**src/rtl/bus_arbiter_4.sv**
```systemverilog
// Round-robin 4:1 bus arbiter: registered one-hot grant/select, grant one cycle after req, zero-gap handover.
// Requesters hold req until done; define ARB_BURST_LIMIT_EN to preempt an owner after max_burst cycles.
module bus_arbiter_4 #(
  parameter int word_size = 32,
  parameter int max_burst = 4
) (
  input  logic                 clk,
  input  logic                 reset,
  input  logic [3:0]           req,
  input  logic [word_size-1:0] input_data0,
  input  logic [word_size-1:0] input_data1,
  input  logic [word_size-1:0] input_data2,
  input  logic [word_size-1:0] input_data3,
  output logic [3:0]           grant,
  output logic [1:0]           select,
  output logic [word_size-1:0] bus_data,
  output logic                 bus_valid
);

`ifdef ARB_BURST_LIMIT_EN
  localparam bit limit_en = 1'b1;
`else
  localparam bit limit_en = 1'b0;
`endif
  localparam logic [7:0] burst_last = 8'(max_burst - 1);

  typedef enum logic {IDLE, OWN} state_t;

  state_t     state;
  logic [1:0] ptr;
  logic [7:0] cnt;
  logic       win_vld;
  logic [1:0] win_idx;
  logic       others;
  logic       burst_hit;
  logic       take;

  // Scan downward so the lowest offset from ptr is the last, winning assignment.
  always_comb begin
    win_vld = 1'b0;
    win_idx = ptr;
    for (int i = 3; i >= 0; i--) begin
      if (req[ptr + 2'(i)]) begin
        win_vld = 1'b1;
        win_idx = ptr + 2'(i);
      end
    end
  end

  assign others    = |(req & ~(4'b0001 << select));
  assign burst_hit = limit_en && (cnt == burst_last) && others;

  // In OWN, ptr is always owner+1, so the scan above already starts after the owner.
  always_comb begin
    take = 1'b0;
    if (win_vld) begin
      if (state == IDLE) take = 1'b1;
      else if (!req[select] || burst_hit) take = 1'b1;
    end
  end

  always_ff @(posedge clk or posedge reset) begin
    if (reset) begin
      state     <= IDLE;
      ptr       <= 2'd0;
      cnt       <= 8'd0;
      grant     <= 4'd0;
      select    <= 2'd0;
      bus_valid <= 1'b0;
    end else if (take) begin
      state     <= OWN;
      grant     <= 4'b0001 << win_idx;
      select    <= win_idx;
      ptr       <= win_idx + 2'd1;
      cnt       <= 8'd0;
      bus_valid <= 1'b1;
    end else if (state == OWN) begin
      if (!req[select]) begin
        state     <= IDLE;
        grant     <= 4'd0;
        bus_valid <= 1'b0;
      end else if (cnt != 8'hFF) begin
        cnt <= cnt + 8'd1;
      end
    end
  end

  always_comb begin
    bus_data = '0;
    if (bus_valid) begin
      case (select)
        2'd0:    bus_data = input_data0;
        2'd1:    bus_data = input_data1;
        2'd2:    bus_data = input_data2;
        default: bus_data = input_data3;
      endcase
    end
  end

endmodule

```
**config.mk**
```make
export PLATFORM = sky130hd
export DESIGN_NAME = bus_arbiter_4
export DESIGN_NICKNAME = d
export VERILOG_FILES = /design/src/rtl/bus_arbiter_4.sv
export SDC_FILE = /design/constraint.sdc
export NUM_CORES = 1
export LEC_CHECK = 0
export CORE_AREA = 4 4 59 102
export CTS_CLUSTER_DIAMETER = 150
export DETAILED_ROUTE_END_ITERATION = 7
export DIE_AREA = 0 0 63 106
export GPL_ROUTABILITY_DRIVEN = 0
export HOLD_SLACK_MARGIN = 0.1
export PLACE_DENSITY = 0.89
export SLEW_MARGIN = 20
export SYNTH_ARGS = -nofsm -noshare
export SYNTH_HDL_FRONTEND = slang
export SYNTH_SLANG_ARGS = --single-unit
export TNS_END_PERCENT = 30
```
**constraint.sdc**
```tcl
create_clock -name clk -period 3.7 [get_ports clk]
set_clock_uncertainty 0.2 [all_clocks]
set_input_delay 0.925 -clock clk [delete_from_list [all_inputs] [get_ports clk]]
set_output_delay 0.925 -clock clk [all_outputs]
set_load 0.01 [all_outputs]
```
==> reports/qor.txt, run 1 <==
Worst vdd ir = 0.4887 mV
GRT Util Overall = 0.2246
Port bufs = 172
Post-Syn Area = 1578 µm²
Slew Limit Fails = 0
WL/cell = 21.15 µm
Worst-Skew Late Latency = 0.23 ns
YS warnings = 0
Fill cell count = 411
PD cells = 572.8 nW/µm²
DR pass1 iterations = 4
# nets final = 438
Worst setup SP type = input port
CP Capture Type = output port
Number of max-cap violations = 0
Sequential fraction of the synthesis area = 0.1586
Min-Delay Path Class = reg2reg
Setup slack, reg-to-reg = 1.82 ns
Pin count of the biggest net entering global routing = 35
TNS Setup = 0 ns
Hold_ws = 0.2929 ns
RSZ-0062 raised after global routing = no
Layout area overhead = 116.0%
Fin crit share = 0.9785
Largest fanout on the critical path = 1
Yosys top cell by area = mux4_2
Setup CP Type = in2out
Top Metal Used = met4
Placed cells = 354
Starting Density = 0.3028
Vias in the first global route = 2019
Clock root cell = clkbuf_8
R2R depth = 4
Post-CTS resize count = 0
Syn Nets = 270
CTS buffer count = 3
Clk pin slew, worst setup/hold paths = 0.05 ns
Final Total Pwr = 1952 µW
Total clock sinks = 10
Yosys top cell area share = 0.4711
Design Area, Final = 3408 µm²
Residual DRC count = 0
Core box area = 5211 µm²
Via count = 1882
Slew headroom = 0.4516
FMAX = 0.2762 GHz
Initial antenna violation count = 0
Hold_sp = grant[0]
Die outline height = 106 µm
RR Endpoint = grant[1]
H-tree Lvls = 1
Io pins = 173
# rows = 35
HPWL after detailed placement = 6576 µm
Initial drt markers = 98
Inserted Diodes = 0
Clk buf depth = 2
Wl on met1 = 2523 µm
Top cells by area, synth = mux4_2 47%, dfrtp_1 16%, and2_1 13%
Hold Path Cell Cnt = 2
Data required time of the worst path = 2.57 ns
Chip width = 63 µm
Distinct cell type count after synthesis = 33
Met2 WL post-DR = 4131 µm
Post-Synthesis Cells = 136
Area after DPL = 3353 µm²
Final min period = 3.620 ns
Number of hold buffers added after cts = 0
GRT Residual Overflow = 0
Fraction of layout cells with a size suffix above 1 = 0.1617
First-pass GRT wire length = 11500 µm
Worst Tran Pin Value = 0.8226 ns
Data arrival time of the worst path = 2.50 ns
Final ANT Viol Nets = 0
Avg Synthesized Cell Area = 11.60 µm²
TritonCTS clock tree = done
Final Non-Filler Cells = 358
Final Hold Vio Count = 0
Post-CTS Setup Bufs = 0
Worst r2r src = select[0]
Status = finished clean
Post-Route WL = 7570 µm
Via density = 5.257
Seq cells post-synth = 10
Met3 routed WL = 619 µm
Leakage power = 0.001249 µW
Final Setup Violations = 0
Die ar. = 6678 µm²
WHS Endpoint = grant[0]
## metrics by stage
step	utilization	setup WS [ns]
final	0.6540	0.07970
after global routing	0.6540	0.04594
after detailed placement	0.6435	0.06957
after CTS	0.6540	0.06964
after floorplan	-	1.027
after global placement	0.6435	0.1220
## routing by layer
metal / GRT usage / vias up
met5: 0 / -
met4: 0.09795 / 0
met3: 0.06131 / 20
met2: 0.4263 / 111
met1: 0.2212 / 889
li1: - / 862
## critical path, cell delays in order
cell	delay (ns)
clkdlybuf4s50_1	0.42
mux4_2	0.48
and2_1	0.17
clkdlybuf4s50_1	0.49
## cell usage after synthesis (all sizes together)
| master | n |
|---|---|
| mux4 | 33 |
| inv | 4 |
| and2 | 33 |
| a2bb2oi | 1 |
| or4 | 1 |
| o21ai | 4 |
| o21a | 1 |
| xnor2 | 1 |
| nor3 | 2 |
| nor3b | 2 |
| clkbuf | 7 |
| o21bai | 1 |
| a21oi | 5 |
| nor2b | 2 |
| and2b | 1 |
| a22o | 1 |
| buf | 5 |
| nand2 | 5 |
| nand3b | 2 |
| o221a | 1 |
| nand3 | 1 |
| o211ai | 1 |
| nor2 | 9 |
| o41ai | 1 |
| nor4 | 1 |
| dfrtp | 10 |
| and3b | 1 |
## sequential cells by signal, summed over array words and instances, names as in the netlist
register,flops
select,2
grant,4
state,1
bus_valid,1
ptr,2
## worst max-delay path by stage
stage,slack [ns],cells past startpoint,to,from
2_1_floorplan,1.03,2,bus_data[0],input_data3[0]
3_3_place_gp,0.12,4,bus_data[4],input_data3[4]
3_5_place_dp,0.07,4,bus_data[10],input_data3[10]
4_1_cts,0.07,4,bus_data[10],input_data3[10]
5_1_grt,0.05,4,bus_data[27],input_data3[27]
6_report,0.08,4,bus_data[10],input_data3[10]
## report_power, final
group          switching (µW)  internal (µW)  total (µW)
Combinational             591           1010        1600
Sequential               58.8            153         212
Clock                    42.5           93.5         136
Total                     693           1260        1950
## placed cells by master, fill, tap and decap left out, drive strengths merged
cell	count
o211ai	1
xnor2	1
nand3b	2
and2b	1
nor3	2
clkdlybuf4s50	172
mux4	33
and2	33
o21a	1
o221a	1
nand3	1
o21ai	4
nand2	5
a22o	1
clkbuf	4
a2bb2oi	1
dfrtp	10
and3b	1
or4	1
a21oi	5
buf	3
nor2b	2
nor3b	2
o21bai	1
nor2	9
nor4	1
o41ai	1
inv	4
## area by class of cell
| cell class | instances | area [µm²] | share of cell area |
|---|---|---|---|
| Clock buffer | 4 | 55.05 | 0.01615 |
| Sequential cell | 10 | 251.5 | 0.07379 |
| Timing Repair Buffer | 175 | 1769 | 0.5191 |
| Tap cell | 55 | 68.82 | 0.02019 |
| Inverter | 4 | 15.01 | 0.004405 |
| Multi-Input combinational cell | 110 | 1249 | 0.3664 |
## kinds of logic (layout without fill, tap and decap cells)
logic type,after synthesis,in the layout,synth area share
buffers and inverters,16,183,0.04996
xor gates and xnor gates,1,1,0.005552
and+or+nand+nor,60,60,0.2458
muxes,33,33,0.4711
AOI/OAI and AO/OA,16,16,0.06900
DFF,10,10,0.1586
Power figures use the tool's default switching activity.
==> run 2, diff against run 1 <==
--- a/config.mk
+++ b/config.mk
@@ -5,10 +5,11 @@
 export SDC_FILE = /design/constraint.sdc
 export NUM_CORES = 1
 export LEC_CHECK = 0
-export CORE_AREA = 4 4 59 102
+export ABC_AREA = 1
+export CORE_AREA = 4 4 61 104
 export CTS_CLUSTER_DIAMETER = 150
 export DETAILED_ROUTE_END_ITERATION = 7
-export DIE_AREA = 0 0 63 106
+export DIE_AREA = 0 0 65 108
 export GPL_ROUTABILITY_DRIVEN = 0
 export HOLD_SLACK_MARGIN = 0.1
 export PLACE_DENSITY = 0.89
==> reports/qor.txt, run 2 <==
TNS Setup = 0 ns (unchanged)
Clk buf depth = 2 (unchanged)
Commonest cells after routing, fill and taps aside = 172 x clkdlybuf4s50_1, 102 x nand2_1, 38 x inv_1, 38 x nand3_1, 35 x o21ai_0
Layout area overhead = 104.1%
Port bufs = 172 (unchanged)
Crit-path max cell delay = 0.53 ns (+0.04 ns)
Data arrival time of the worst path = 2.28 ns (-0.22 ns)
Most Frequent Cell on Critical Path = clkdlybuf4s50_1
GRT Util Overall = 0.2457 (+0.02104)
Final Hold Vio Count = 0 (unchanged)
Avg Synthesized Cell Area = 5.515 µm² (-52%)
Fin crit share = 0.9195 (-0.05900)
Sequential fraction of the synthesis area = 0.1422 (-0.01636)
Hold_sp = grant[1]
Post-Route WL = 9041 µm (+19%)
# rows = 36 (+2.9%)
Core box area = 5540 µm² (+6.3%)
Starting Density = 0.3175 (+0.01476)
Final ANT Viol Nets = 0 (unchanged)
Post-synth top flop = dfrtp_1
Seq cells post-synth = 10 (unchanged)
Finished Core Util = 0.6479 (-0.006100)
Leakage power = 0.001628 µW (+30%)
Final Setup Violations = 0 (unchanged)
HPWL after detailed placement = 7250 µm (+10%)
Area after DPL = 3535 µm² (+5.4%)
Async SR Flop Fraction = 1.000 (unchanged)
Via density = 4.966 (-5.5%)
Initial drt markers = 192 (+96%)
Io pins = 173 (unchanged)
Sequential Power Share = 0.085 (-0.024)
Worst-Skew Late Latency = 0.24 ns (about the same)
WL/cell = 16.23 µm (-23%)
CTS buffer count = 3 (unchanged)
FMAX = 0.2939 GHz (+6.4%)
# nets final = 616 (+41%)
Largest register FFs = 4 (unchanged)
Top cells by area, synth = nand2_1 22%, dfrtp_1 14%, o211ai_1 14%
YS warnings = 0 (unchanged)
Initial antenna violation count = 0 (unchanged)
Worst r2r src = select[1]
Die outline height = 108 µm (+1.9%)
Clock root cell = clkbuf_8
Post-Syn Area = 1759 µm² (+11%)
PD cells = 761.0 nW/µm² (+33%)
Slew Limit Fails = 0 (unchanged)
H-tree Lvls = 1 (unchanged)
Min-Delay Path Class = reg2reg
Compound-Gate Fraction of Synth Area = 0.2596 (+0.1906)
Launch point of the worst path = input_data1[29]
Setup slack, reg-to-reg = 1.70 ns (-0.12 ns)
Inserted Diodes = 0 (unchanged)
Clk pin slew, worst setup/hold paths = 0.05 ns (about the same)
CP Cell Sequence = clkdlybuf4s50_1 > o21ai_0 > nand3_1 > o211ai_1 > inv_1 > clkdlybuf4s50_1
Largest registers = grant x4, ptr x2, select x2
Post-Synthesis Cells = 319 (+130%)
Setup CP Type = in2out
Cell Int Power = 1340 µW (+6.4%)
Post-CTS Setup Bufs = 0 (unchanged)
Design Area, Final = 3590 µm² (+5.3%)
DR pass1 iterations = 4 (unchanged)
Largest Register = grant
Comb pwr share = 0.863 (+0.041)
Psw = 1392 µW (+100%)
Worst vdd ir = 0.5883 mV (+20%)
Clock power frac = 0.052 (-0.018)
Sw Share = 0.5095 (+0.1547)
Worst Tran Pin Value = 0.4606 ns (-0.3621 ns)
Slew headroom = 0.6930 (+0.2414)
GRT Residual Overflow = 0 (unchanged)
TritonCTS clock tree = done
Number of hold buffers added after cts = 0 (unchanged)
Via count = 2766 (+47%)
Final min period = 3.402 ns (-0.2183 ns)
Status = finished clean
Distinct cell type count after synthesis = 24 (-27%)
Final Non-Filler Cells = 557 (+56%)
Simple-gate share of the synthesized area = 0.4367 (+0.1909)
CP Capture Type = output port
Pin count of the biggest net entering global routing = 34 (-2.9%)
Worst setup SP type = input port
Syn Nets = 453 (+68%)
Die ar. = 7020 µm² (+5.1%)
Yosys top cell by area = nand2_1
Residual DRC count = 0 (unchanged)
Fraction of layout cells with a size suffix above 1 = 0.09563 (-0.06608)
Crit path buffers/inverters = 3 (+1)
Main combinational cell family by area after synthesis = simple AND/OR/NAND/NOR gates
Number of max-cap violations = 0 (unchanged)
Most common cell in the synthesized netlist = nand2_1
Mux cell area share after synthesis = 0 (-0.4711)
Crit path max-delay family = buffers and inverters
Placed cells = 553 (+56%)
Yosys top cell area share = 0.2176 (-0.2534)
Largest fanout on the critical path = 1 (unchanged)
First-pass GRT wire length = 13610 µm (+18%)
Data required time of the worst path = 2.57 ns (about the same)
CP max stage cell = clkdlybuf4s50_1
Hold_ws = 0.2833 ns (-0.009653 ns)
Post-CTS resize count = 0 (unchanged)
EDFF count, synth = 0 (unchanged)
XOR/XNOR Fraction of Synth Area = 0 (-0.005551)
Fill cell count = 518 (+26%)
Vias in the first global route = 2611 (+29%)
Synth top cells by count = 102 x nand2_1, 38 x inv_1, 38 x nand3_1, 35 x o21ai_0, 32 x o211ai_1
Synth Area in Adders = 0 (unchanged)
Commonest non-fill, non-tap cell in the layout = clkdlybuf4s50_1
Chip width = 65 µm (+3.2%)
Total clock sinks = 10 (unchanged)
RSZ-0062 raised after global routing = no
==> run 2: cell families after synthesis <==
kind of cell | count (synthesis)
compound gates | 73
buf+inv | 68
flops | 10
simple gates | 168
==> run 2: power groups by stage <==
stage	logic, µW	clock network (µW)	registers [µW]
floorplan	1400	0	208
global placement	2320	0	231
detailed placement	2360	0	232
CTS	2370	143	232
global route	2620	147	240
finish	2360	141	233
==> run 2: area by class of cell <==
class / count / area [µm²] / share of cell area
Clock buffer: 4 / 55.05 / 0.01534
Inverter: 46 / 182.7 / 0.05089
Multi-Input combinational cell: 241 / 1225 / 0.3412
Sequential cell: 10 / 250.2 / 0.06971
Tap cell: 76 / 95.09 / 0.02649
Timing Repair Buffer: 180 / 1782 / 0.4963
==> run 2: per-layer routing <==
| layer | vias up | global-route usage | share of wire |
|---|---|---|---|
| met3 | 19 | 0.07069 | 0.10 |
| met5 | - | 0 | 0 |
| li1 | 1374 | - | - |
| met1 | 1231 | 0.2728 | 0.37 |
| met2 | 142 | 0.4359 | 0.50 |
| met4 | 0 | 0.09077 | 0.029 |
==> run 2: worst paths after layout <==
kind	end	cells past startpoint
worst max register to register	ptr[1]	9
min in group asynchronous	grant[1]	2
max in group asynchronous	ptr[1]	2
worst max-delay path	bus_data[29]	6
worst min-delay path	grant[1]	2
worst min register to register	grant[1]	2
==> run 2: per-stage QoR <==
stage / power [µW] / setup WS (ns)
5_1_grt: 3004 / 0.1926
2_1_floorplan: 1610 / 1.279
3_5_place_dp: 2595 / 0.2967
6_report: 2732 / 0.2980
4_1_cts: 2749 / 0.3012
3_3_place_gp: 2551 / 0.3058
==> run 2: tightest hold or removal path, stage by stage, from the launching register on <==
cell	delay (ns)
dfrtp_1	0.34
nand2_1	0.05
nand2_1	0.06
